File: src/rtl/barret_pkg.sv
// Barrett reducer support: derives the reduction constants from the modulus.
// Latency: n/a (elaboration-time constants and functions only).
// Backpressure: n/a.
package barret_pkg;

    localparam int unsigned BARRET_DEFAULT_Q = 2339;

    // Shift amount K = 2*QW, so that every operand below 2^K reduces with at most two corrections.
    function automatic int unsigned barret_k(input int unsigned qw);
        return 2 * qw;
    endfunction

    // M = floor(2^K / Q).
    function automatic longint unsigned barret_m(input int unsigned q, input int unsigned k);
        longint unsigned one;
        one = 64'd1;
        return (one << k) / 64'(q);
    endfunction

    // Bit width of a canonical residue in [0, Q).
    function automatic int unsigned barret_res_w(input int unsigned q);
        return $clog2(q);
    endfunction

endpackage

File: src/rtl/barret_pipe_stage.sv
// Generic valid/ready register slice holding one DW-bit word.
// Latency: 1 cycle. Ports: in_vld/in_rdy/in_dat upstream, out_vld/out_rdy/out_dat downstream.
// Backpressure: loads when empty or draining this cycle; in_rdy is combinational from out_rdy.
module barret_pipe_stage
    import barret_pkg::*;
#(
    parameter int unsigned DW = 8
)(
    input  logic          clk,
    input  logic          rst_n,
    input  logic          in_vld,
    output logic          in_rdy,
    input  logic [DW-1:0] in_dat,
    output logic          out_vld,
    input  logic          out_rdy,
    output logic [DW-1:0] out_dat
);

    logic          vld_q, vld_d;
    logic [DW-1:0] dat_q, dat_d;
    logic          load;

    always_comb begin
        in_rdy = !vld_q || out_rdy;
        load   = in_vld && in_rdy;
        vld_d  = vld_q;
        dat_d  = dat_q;
        if (load) begin
            vld_d = 1'b1;
            dat_d = in_dat;
        end else if (out_rdy) begin
            vld_d = 1'b0;
        end
    end

    always_ff @(posedge clk or negedge rst_n) begin
        if (!rst_n) begin
            vld_q <= 1'b0;
            dat_q <= '0;
        end else begin
            vld_q <= vld_d;
            dat_q <= dat_d;
        end
    end

    assign out_vld = vld_q;
    assign out_dat = dat_q;

endmodule

File: src/rtl/barret_reduce_pipe.sv
// Pipelined Barrett reducer: dout_r = din_a mod Q for odd Q, tag passed alongside; optional macro BARRET_RANGE_CHECK_EN.
// Latency: 3 register stages (qhat, raw remainder, corrected residue); 1 result/cycle.
// Backpressure: full valid/ready; out_ready ripples combinationally to in_ready, up to 3 operands held.
// Ports: in_valid/in_ready/din_a/in_tag in, out_valid/out_ready/dout_r/out_tag/out_err out.
module barret_reduce_pipe
    import barret_pkg::*;
#(
    parameter int unsigned Q  = BARRET_DEFAULT_Q,
    parameter int unsigned QW = barret_res_w(Q),
    parameter int unsigned IW = 2 * QW - 1,
    parameter int unsigned TW = 8
)(
    input  logic          clk,
    input  logic          rst_n,
    input  logic          in_valid,
    output logic          in_ready,
    input  logic [IW-1:0] din_a,
    input  logic [TW-1:0] in_tag,
    output logic          out_valid,
    input  logic          out_ready,
    output logic [QW-1:0] dout_r,
    output logic [TW-1:0] out_tag,
    output logic          out_err
);

    localparam int unsigned      K    = barret_k(QW);
    localparam logic [K-1:0]     M_C  = K'(barret_m(Q, K));
    localparam logic [K-1:0]     Q_K  = K'(Q);
    localparam logic [QW+1:0]    Q1_R = (QW + 2)'(Q);
    localparam logic [QW+1:0]    Q2_R = (QW + 2)'(2 * Q);

    if (IW >= K || (Q % 2) == 0 || Q < 3) begin : g_bad_param
        $error("barret_reduce_pipe: Q must be odd and >= 3, and IW < 2*QW");
    end

    typedef struct packed {
        logic [IW-1:0] x;
        logic [IW-1:0] qhat;
        logic [TW-1:0] tag;
        logic          err;
    } s1_t;

    typedef struct packed {
        logic [QW+1:0] r;
        logic [TW-1:0] tag;
        logic          err;
    } s2_t;

    typedef struct packed {
        logic [QW-1:0] res;
        logic [TW-1:0] tag;
        logic          err;
    } s3_t;

    s1_t  s1_in, s1_out;
    s2_t  s2_in, s2_out;
    s3_t  s3_in, s3_out;
    logic s1_vld, s2_vld, s2_rdy, s3_rdy;
    logic range_err;

`ifdef BARRET_RANGE_CHECK_EN
    localparam logic [IW:0] Q_SQ = (IW + 1)'(64'(Q) * 64'(Q));
    assign range_err = ({1'b0, din_a} >= Q_SQ);
`else
    assign range_err = 1'b0;
`endif

    // S1 input: quotient estimate qhat = floor(x*M / 2^K), never more than 2 below the true quotient.
    always_comb begin
        s1_in      = '0;
        s1_in.x    = din_a;
        s1_in.qhat = IW'(((IW + K)'(din_a) * (IW + K)'(M_C)) >> K);
        s1_in.tag  = in_tag;
        s1_in.err  = range_err;
    end

    // S2 input: remainder is < 3Q, so modular arithmetic on the low QW+2 bits is exact.
    always_comb begin
        s2_in     = '0;
        s2_in.r   = (QW + 2)'(K'(s1_out.x) - K'(s1_out.qhat) * Q_K);
        s2_in.tag = s1_out.tag;
        s2_in.err = s1_out.err;
    end

    // S3 input: final correction by 0, Q or 2Q into [0, Q).
    always_comb begin
        s3_in     = '0;
        s3_in.tag = s2_out.tag;
        s3_in.err = s2_out.err;
        if (s2_out.r >= Q2_R) begin
            s3_in.res = QW'(s2_out.r - Q2_R);
        end else if (s2_out.r >= Q1_R) begin
            s3_in.res = QW'(s2_out.r - Q1_R);
        end else begin
            s3_in.res = QW'(s2_out.r);
        end
    end

    barret_pipe_stage #(.DW($bits(s1_t))) u_s1 (
        .clk     (clk),
        .rst_n   (rst_n),
        .in_vld  (in_valid),
        .in_rdy  (in_ready),
        .in_dat  (s1_in),
        .out_vld (s1_vld),
        .out_rdy (s2_rdy),
        .out_dat (s1_out)
    );

    barret_pipe_stage #(.DW($bits(s2_t))) u_s2 (
        .clk     (clk),
        .rst_n   (rst_n),
        .in_vld  (s1_vld),
        .in_rdy  (s2_rdy),
        .in_dat  (s2_in),
        .out_vld (s2_vld),
        .out_rdy (s3_rdy),
        .out_dat (s2_out)
    );

    barret_pipe_stage #(.DW($bits(s3_t))) u_s3 (
        .clk     (clk),
        .rst_n   (rst_n),
        .in_vld  (s2_vld),
        .in_rdy  (s3_rdy),
        .in_dat  (s3_in),
        .out_vld (out_valid),
        .out_rdy (out_ready),
        .out_dat (s3_out)
    );

    assign dout_r  = s3_out.res;
    assign out_tag = s3_out.tag;
    assign out_err = s3_out.err;

endmodule

File: config.mk
export PLATFORM = sky130hd
export DESIGN_NAME = barret_reduce_pipe
export DESIGN_NICKNAME = d
export VERILOG_FILES = /design/src/rtl/barret_pkg.sv /design/src/rtl/barret_pipe_stage.sv /design/src/rtl/barret_reduce_pipe.sv
export SDC_FILE = /design/constraint.sdc
export NUM_CORES = 1
export LEC_CHECK = 0
export CORE_ASPECT_RATIO = 2
export CORE_UTILIZATION = 49
export DETAILED_ROUTE_END_ITERATION = 16
export PLACE_DENSITY_LB_ADDON = 0.2
export SYNTH_ARGS = -nofsm -noshare
export SYNTH_HDL_FRONTEND = slang
export SYNTH_HIERARCHICAL = 1
export SYNTH_SLANG_ARGS = --single-unit
File: constraint.sdc
create_clock -name clk -period 5.7 [get_ports clk]
set_input_delay 0.57 -clock clk [delete_from_list [all_inputs] [get_ports clk]]
set_output_delay 0.57 -clock clk [all_outputs]
set_load 0.1 [all_outputs]
==> out/metrics.yaml, run 1 <==
status: "finished, final reports clean"
slew_viol_final: 0
core-area_um2: 17300
max_stage_delay_ns: 0.55
synth_area_um2: 8620
port-buffer-count: 57
ctsHoldBuffers: 0
final_hold_viol_count: 0
layout-drive-gt1-share_pct: 14.3
grt_pass1_wl_um: 29700
synthCells: 735
cp_max_fo: 3
slew_headroom_pct: 34.8
critPathBufInv: 3
clock.fmax_mhz: 203
finalCritPeriodShare_pct: 86.4
max-cap-violations: 0
path_common_cell: "ha_1"
crit_chain: "clkdlybuf4s50_1 -> inv_1 -> fa_1 -> inv_1 -> ha_1 -> ha_1 -> fa_1 -> ha_1 -> ha_1 -> a21oi_1 -> nand3_1 -> o21ai_0 -> o21ai_0 -> o41ai_1 -> xnor2_1 -> mux2_4"
pin_count: 58
die_h_um: 190
dp_hpwl_um: 15200
clock-skew-final_ns: 0.0101
die_w_um: 95.8
layout_common_cells: "166 x ha_1, 99 x inv_1, 84 x dfrtp_1"
first_iter_violations: 133
ant_nets: 0
gr-usage-all-layers_pct: 21.9
seqCellArea_um2: 2100
clockBufferDepth: 2
crit_family: "adder cells"
start_kind: "input port"
post_cts_buffers: 0
placementRows: 68
worst_slew_pin_slew_ns: 0.975
numCtsBuffers: 9
antenna_found_initial: 0
cts.sinks: 84
antenna-diode-count: 0
required_ns: 5.94
htreeDepth: 3
crit_arrival_ns: 5.16
dieArea_um2: 18200
multi_input_area_um2: 5970
wl_per_cell_um: 17.8
wl_um: 18000
final_common_cell: "ha_1"
hold_class: "in -> async"
cts_root_buf: "clkbuf_16"
slowest_stage: "fa_1"
ctsResizeCount: 0
syn_to_final_growth_pct: 12.0
avgViaCountPerCell: 5.45
vias: 5516
critPathKind: "in -> reg"
start_util_pct: 49.9
endpoint_kind: "flip-flop"
syn_area_per_cell_um2: 11.7
gp_congestion: 0.956
grt_pass1_vias: 6114
path_clk_slew_ns: 0.07
route.detailed.drc: 0
cts_tree: "done"
final.fill_count: 1469
grt-ovfl-total: 0
fin_crit_ns: 4.92
yosys_warnings: 6
layout.nets: 1055
grt_max_degree: 53
dr.pass1.iters: 4
setup_violations: 0
clk_latency_ns: 0.35
rsz0062_at_grt: "false"
fin_tns_setup_ns: 0
==> metrics by stage <==
step	utilization (%)	setup WS, ns	cell area, um2	hold slack [ns]	cells
after global routing	55.9	0.510	9650	0.188	1012
after detailed placement	53.9	0.408	9320	0.495	996
final	55.9	0.778	9650	0.168	1012
after CTS	55.9	0.751	9650	0.180	1012
after global placement	53.9	0.410	9320	0.492	996
after floorplan	-	1.38	8620	0.274	737
==> worst register-to-register path, stage by stage (launching register included) <==
cell,delay [ns]
dfrtp_1,0.51
inv_1,0.08
ha_1,0.29
inv_1,0.04
ha_1,0.28
fa_1,0.48
ha_1,0.22
fa_1,0.50
inv_1,0.04
ha_1,0.22
or3_1,0.36
o22ai_1,0.26
o221ai_1,0.22
nor4_1,0.48
o41ai_1,0.22
xnor2_1,0.16
mux2_4,0.28
==> routing by layer <==
layer	vias up	track usage, %	wire, um
met5	-	0	0
met4	0	10.8	712
met3	37	2.56	307
met2	87	44.2	10800
met1	2734	20.3	6180
li1	2658	-	-
==> sequential cells by signal, summed over array words and instances (netlist names) <==
| register | count |
|---|---|
| u_s1/out_dat | 37 |
| u_s1/out_vld | 1 |
| u_s3/out_dat | 21 |
| u_s3/out_vld | 1 |
| u_s2/out_dat | 23 |
| u_s2/out_vld | 1 |
==> final cells by class <==
| type | count | share of cell area [%] |
|---|---|---|
| clock buffers | 10 | 2.48 |
| clock inverters | 6 | 1.04 |
| inverters | 99 | 3.85 |
| multi-input cells | 541 | 61.9 |
| flip-flops and latches | 84 | 21.8 |
| well taps | 210 | 2.72 |
| repair buffers | 62 | 6.27 |
==> path summary, 6_finish.rpt <==
kind	from	to	slack, ns	cells past startpoint
max	din_a[8]	u_s1/out_dat[17]	0.78	16
min	rst_n	u_s2/out_dat[19]	0.17	1
max reg2reg	u_s1/out_dat[9]	u_s2/out_dat[22]	0.97	16
min reg2reg	u_s1/out_dat[7]	u_s2/out_dat[7]	0.51	1
max in group asynchronous	rst_n	u_s3/out_dat[13]	4.48	2
min in group clk	u_s1/out_dat[7]	u_s2/out_dat[7]	0.51	1
Power of run 1 is left out: the tool's default activity adds up to more than one toggle a clock period on the data nets, which glitch-free logic cannot reach.
==> run 2, diff against run 1 <==
--- a/config.mk
+++ b/config.mk
@@ -6,6 +6,8 @@
 export NUM_CORES = 1
 export LEC_CHECK = 0
+export ABC_CLOCK_PERIOD_IN_PS = 5700
 export CORE_ASPECT_RATIO = 2
 export CORE_UTILIZATION = 49
+export CTS_BUF_LIST = sky130_fd_sc_hd__clkbuf_4
 export DETAILED_ROUTE_END_ITERATION = 16
 export PLACE_DENSITY_LB_ADDON = 0.2
==> constraint.sdc (replaced) <==
create_clock -name clk -period 5.7 [get_ports clk]
set_input_delay 1.14 -clock clk [delete_from_list [all_inputs] [get_ports clk]]
set_output_delay 1.14 -clock clk [all_outputs]
set_load 0.1 [all_outputs]
==> run 2 against run 1 <==
  * Count of clock-buffer cells in the layout decreased by 1
  * Fmax decreased by 9.9%
  * Die area unchanged
  * Global-route usage decreased by 1.1 points
  * Core utilization increased by 0.12 points
  * Worst setup slack got worse by 0.54 ns
  * Sequential share of layout area about the same
  * Largest cell class unchanged
  * Worst hold slack improved by 0.36 ns
  * Cell count increased by 3.2%
  * Critical path type unchanged
  * Non-clock buffer count increased by 31
  * Final area increased by 0.22%
  * Wire length decreased by 4.5%
==> out/metrics.yaml, run 2 (synthesized netlist as in run 1, its figures left out) <==
ctsResizeCount: 0  # unchanged
antenna_found_initial: 1  # +1
hold_class: "reg -> reg"
route.detailed.drc: 0  # unchanged
reg2reg_slack_ns: 1.09  # +0.12 ns
final.fill_count: 1468  # -0.068%
hp-start: "u_s3/out_dat[13]"
fin_crit_ns: 5.46  # +0.542 ns
start_util_pct: 49.9  # unchanged
placementRows: 68  # unchanged
wl_um: 17200  # -4.5%
slew_viol_final: 0  # unchanged
cts_root_buf: "clkbuf_4"
first_iter_violations: 136  # +2.3%
grt_pass1_vias: 6176  # +1.0%
syn_to_final_growth_pct: 12.3
hold_depth: 1
start_kind: "input port"
grt_max_degree: 54  # +1.9%
layout_common_cells: "166 x ha_1, 99 x inv_1, 84 x dfrtp_1"
status: "finished, final reports clean"
setup_ws_ns: 0.236  # -0.542 ns
die_w_um: 95.8  # unchanged
htreeDepth: 3  # unchanged
path_common_cell: "ha_1"
wl_per_cell_um: 16.5  # -7.4%
grt_pass1_wl_um: 28700  # -3.6%
max_stage_delay_ns: 0.60  # +0.05 ns
clk_latency_ns: 0.45  # +0.10 ns
layout.nets: 1086  # +2.9%
finalCritPeriodShare_pct: 95.9  # +9.5 points
largest_reg_flops: 37  # unchanged
ant_nets: 0  # unchanged
critPathKind: "in -> reg"
dp_hpwl_um: 14800  # -2.7%
final_hold_viol_count: 0  # unchanged
pin_count: 58  # unchanged
dpl_worst_slack_ns: -0.202  # -0.610 ns
slowest_stage: "clkdlybuf4s50_1"
cp_max_fo: 3  # unchanged
crit_arrival_ns: 5.81  # +0.65 ns
layout-drive-gt1-share_pct: 17.5  # +3.2 points
grt-ovfl-total: 0  # unchanged
cts.sinks: 84  # unchanged
post_cts_buffers: 0  # unchanged
max-cap-violations: 0  # unchanged
vias: 5601  # +1.5%
clock.fmax_mhz: 183  # -9.9%
gp_congestion: 0.896  # -6.3%
clock-skew-final_ns: 0.0161  # +0.00601 ns
ctsHoldBuffers: 0  # unchanged
rr_worst_depth: 17  # +1
crit_family: "adder cells"
endpoint_kind: "flip-flop"
r2r-start: "u_s1/out_dat[9]"
final_common_cell: "ha_1"
required_ns: 6.05  # +0.11 ns
avgViaCountPerCell: 5.36  # -1.6%
holdPathEnd: "u_s3/out_dat[13]"
startpoint: "din_a[11]"
clockBufferDepth: 2  # unchanged
critPathBufInv: 4  # +1
cts_tree: "done"
crit_chain: "clkdlybuf4s50_1 -> inv_1 -> fa_1 -> inv_1 -> ha_1 -> ha_1 -> fa_1 -> ha_1 -> ha_1 -> nand4_1 -> buf_4 -> nor2_1 -> o21ai_0 -> o21ai_0 -> o41ai_1 -> xnor2_1 -> mux2_4"
slew_headroom_pct: 33.4  # -1.4 points
numCtsBuffers: 9  # unchanged
dieArea_um2: 18200  # unchanged
rsz0062_at_grt: "false"
worst_slew_pin_slew_ns: 0.996  # +0.0212 ns
die_h_um: 190  # unchanged
path_clk_slew_ns: 0.14  # +0.07 ns
dr.pass1.iters: 6  # +2
gr-usage-all-layers_pct: 20.8  # -1.1 points
port-buffer-count: 57  # unchanged
core-area_um2: 17300  # unchanged
setup_violations: 0  # unchanged
rr_endpoint: "u_s2/out_dat[21]"
run 2: cell types whose count changed in the layout (fill, tap and decap cells not counted):
| cell | change |
|---|---|
| bufinv_16 | -2 |
| buf_4 | +31 |
| diode_2 | +1 |
| clkbuf_16 | -9 |
| clkinv_2 | +1 |
| clkbuf_8 | -1 |
| clkbuf_4 | +9 |
| clkinv_4 | +1 |
| clkinvlp_4 | +2 |
| inv_8 | -1 |
run 2: layout make-up:
class | instances | area, um2 | share of cell area, %
Antenna cell | 1 | 2.50 | 0.0259
Clock buffer | 9 | 67.6 | 0.698
Clock inverter | 7 | 57.6 | 0.595
Inverter | 99 | 372 | 3.84
Multi-Input combinational cell | 541 | 5970 | 61.7
Sequential cell | 84 | 2100 | 21.7
Tap cell | 210 | 263 | 2.72
Timing Repair Buffer | 93 | 838 | 8.66
run 2: worst max path at each step:
stage / endpoint / slack [ns] / cells past startpoint
6_report: u_s1/out_dat[17] / 0.24 / 17
5_1_grt: u_s1/out_dat[17] / 0.05 / 17
4_1_cts: u_s1/out_dat[17] / 0.29 / 17
3_5_place_dp: u_s1/out_dat[17] / -0.20 / 17
3_3_place_gp: u_s1/out_dat[17] / -0.06 / 17
2_1_floorplan: u_s1/out_dat[20] / 0.81 / 13
run 2: routing by layer:
metal	global-route usage (%)	part of all wire (%)
met2	41.6	59
met1	19.4	34
met3	1.68	1.6
met5	0	0
met4	11.9	5.7
run 2: through the flow:
stage          instances  hold WS, ns  util, %  setup TNS (ns)  area, um2
3_3_place_gp        1027        0.492     55.3          -0.123       9550
5_1_grt             1044        0.539     56.0               0       9680
3_5_place_dp        1027        0.497     55.3          -0.421       9550
2_1_floorplan        737        0.481        -               0       8620
4_1_cts             1043        0.530     56.0               0       9670
6_report            1044        0.526     56.0               0       9680
Power of run 2 is left out for the same reason.
==> run 3, diff against run 2 <==
CORE_UTILIZATION = 40   (was 49)
REMOVE_ABC_BUFFERS = 1   (was default)
==> run 3 against run 2 <==
  * Cell count increased by 5.7%
  * Core utilization fell by 9.5 points
  * Critical path depth did not move
  * Fmax up 2.9%
  * Register-to-register slack improved by 0.02 ns
  * Flip-flop and latch count did not move
  * Highest routed layer unchanged
  * Clock skew up 0.0033 ns
  * Sequential share of layout area decreased by 0.24 points
==> out/metrics.yaml, run 3 (synthesized netlist as in run 1, its figures left out) <==
slowest_stage: "clkdlybuf4s50_1"
die_h_um: 210  # +11%
grt-ovfl-total: 0  # unchanged
final.fill_count: 2005  # +37%
ctsResizeCount: 0  # unchanged
critPathKind: "in -> reg"
path_common_cell: "ha_1"
dpl_worst_slack_ns: -0.179  # +0.0231 ns
avgViaCountPerCell: 4.91  # -8.4%
setup_ws_ns: 0.388  # +0.152 ns
finalCritPeriodShare_pct: 93.2  # -2.7 points
numCtsBuffers: 9  # unchanged
layout_common_cells: "166 x ha_1, 99 x inv_1, 84 x dfrtp_1"
worst_slew_pin_slew_ns: 1.00  # +0.00365 ns
fin_util_pct: 46.5  # -9.5 points
grt_pass1_vias: 5846  # -5.3%
core-area_um2: 21000  # +22%
hold-worst-slack_ns: 0.519  # -0.00662 ns
cts_root_buf: "clkbuf_4"
post_cts_buffers: 0  # unchanged
route.detailed.drc: 0  # unchanged
start_kind: "input port"
required_ns: 6.05  # about the same
port-buffer-count: 57  # unchanged
crit_chain: "clkdlybuf4s50_1 -> inv_1 -> fa_1 -> inv_1 -> ha_1 -> ha_1 -> fa_1 -> ha_1 -> ha_1 -> a21oi_1 -> nand3_1 -> o21ai_0 -> o21ai_0 -> buf_4 -> o41ai_1 -> xnor2_1 -> mux2_4"
endpoint_kind: "flip-flop"
multi_input_area_um2: 5970  # unchanged
wl_per_cell_um: 15.0  # -8.9%
grt_max_degree: 62  # +15%
cts.sinks: 84  # unchanged
syn_to_final_growth_pct: 13.5
hold_class: "reg -> reg"
placed_area_um2: 9620  # +0.77%
status: "finished, final reports clean"
path_clk_slew_ns: 0.16  # +0.02 ns
wl_um: 16600  # -3.7%
placementRows: 75  # +10%
layout-drive-gt1-share_pct: 17.5  # unchanged
vias: 5421  # -3.2%
htreeDepth: 3  # unchanged
slew_viol_final: 0  # unchanged
clk_latency_ns: 0.46  # about the same
max-cap-violations: 0  # unchanged
final_common_cell: "ha_1"
crit_arrival_ns: 5.66  # -0.15 ns
pin_count: 58  # unchanged
clockBufferDepth: 2  # unchanged
dr.pass1.iters: 7  # +1
layout.nets: 1086  # unchanged
clock.fmax_mhz: 188  # +2.9%
slew_headroom_pct: 33.1  # -0.24 points
ctsHoldBuffers: 0  # unchanged
final_area_um2: 9780  # +1.1%
fin_crit_ns: 5.31  # -0.152 ns
final_hold_viol_count: 0  # unchanged
largest_reg_flops: 37  # unchanged
die_w_um: 106  # +10%
start_util_pct: 41.0  # -8.9 points
dp_hpwl_um: 14300  # -3.4%
max_stage_delay_ns: 0.54  # -0.06 ns
gr-usage-all-layers_pct: 16.1  # -4.7 points
first_iter_violations: 105  # -23%
cp_max_fo: 3  # unchanged
setup_violations: 0  # unchanged
gp_congestion: 0.827  # -7.7%
antenna_found_initial: 1  # unchanged
clock-skew-final_ns: 0.0195  # +0.00334 ns
rsz0062_at_grt: "false"
grt_pass1_wl_um: 27800  # -3.1%
cts_tree: "done"
ant_nets: 0  # unchanged
seqCellArea_um2: 2100  # unchanged
dieArea_um2: 22200  # +22%
## run 3: cell count changes in the layout (fill, tap and decap cells not counted)
cell        change
clkinvlp_4      -2
inv_8           +2
bufinv_16       +1
clkinv_2        -1
clkinv_4        -1
inv_6           +1
## run 3: area by class of cell
class | count | share of cell area (%)
multi-input cells | 541 | 61.1
repair buffers | 93 | 8.57
clock inverters | 7 | 0.921
well taps | 269 | 3.44
inverters | 99 | 3.80
flip-flops and latches | 84 | 21.5
clock buffers | 9 | 0.691
diodes | 1 | 0.0256
## run 3: worst paths after layout
kind	start	to	slack (ns)	cells past startpoint
setup / recovery	din_a[7]	u_s1/out_dat[15]	0.39	17
hold / removal	u_s1/out_dat[3]	u_s2/out_dat[3]	0.52	1
setup reg to reg	u_s1/out_dat[9]	u_s2/out_dat[22]	1.11	16
hold reg to reg	u_s1/out_dat[3]	u_s2/out_dat[3]	0.52	1
max in group asynchronous	rst_n	u_s2/out_dat[18]	4.06	2
min in group asynchronous	rst_n	u_s1/out_dat[12]	0.56	1
## run 3: metal layers
metal  track usage [%]  part of all wire (%)  up-vias
li1                  -                     -     2721
met1              15.3                    35     2631
met2              34.1                    62       53
met3              1.52                   1.1       16
met4              5.70                   2.1        0
met5                 0                     0        -
## run 3: metrics by stage
step / cells / setup TNS, ns
floorplan: 724 / 0
global placement: 1086 / -0.308
detailed placement: 1086 / -0.791
CTS: 1102 / 0
global route: 1103 / 0
finish: 1103 / 0
## run 3: worst max-delay path, delay by kind of cell
kind            cells  cell delay, ns
fa+ha+maj           6            2.25
simple gates        1            0.10
buf+inv             4            0.87
mux                 1            0.27
xor+xnor            1            0.11
compound gates      4            0.94
Power of run 3 is left out for the same reason.
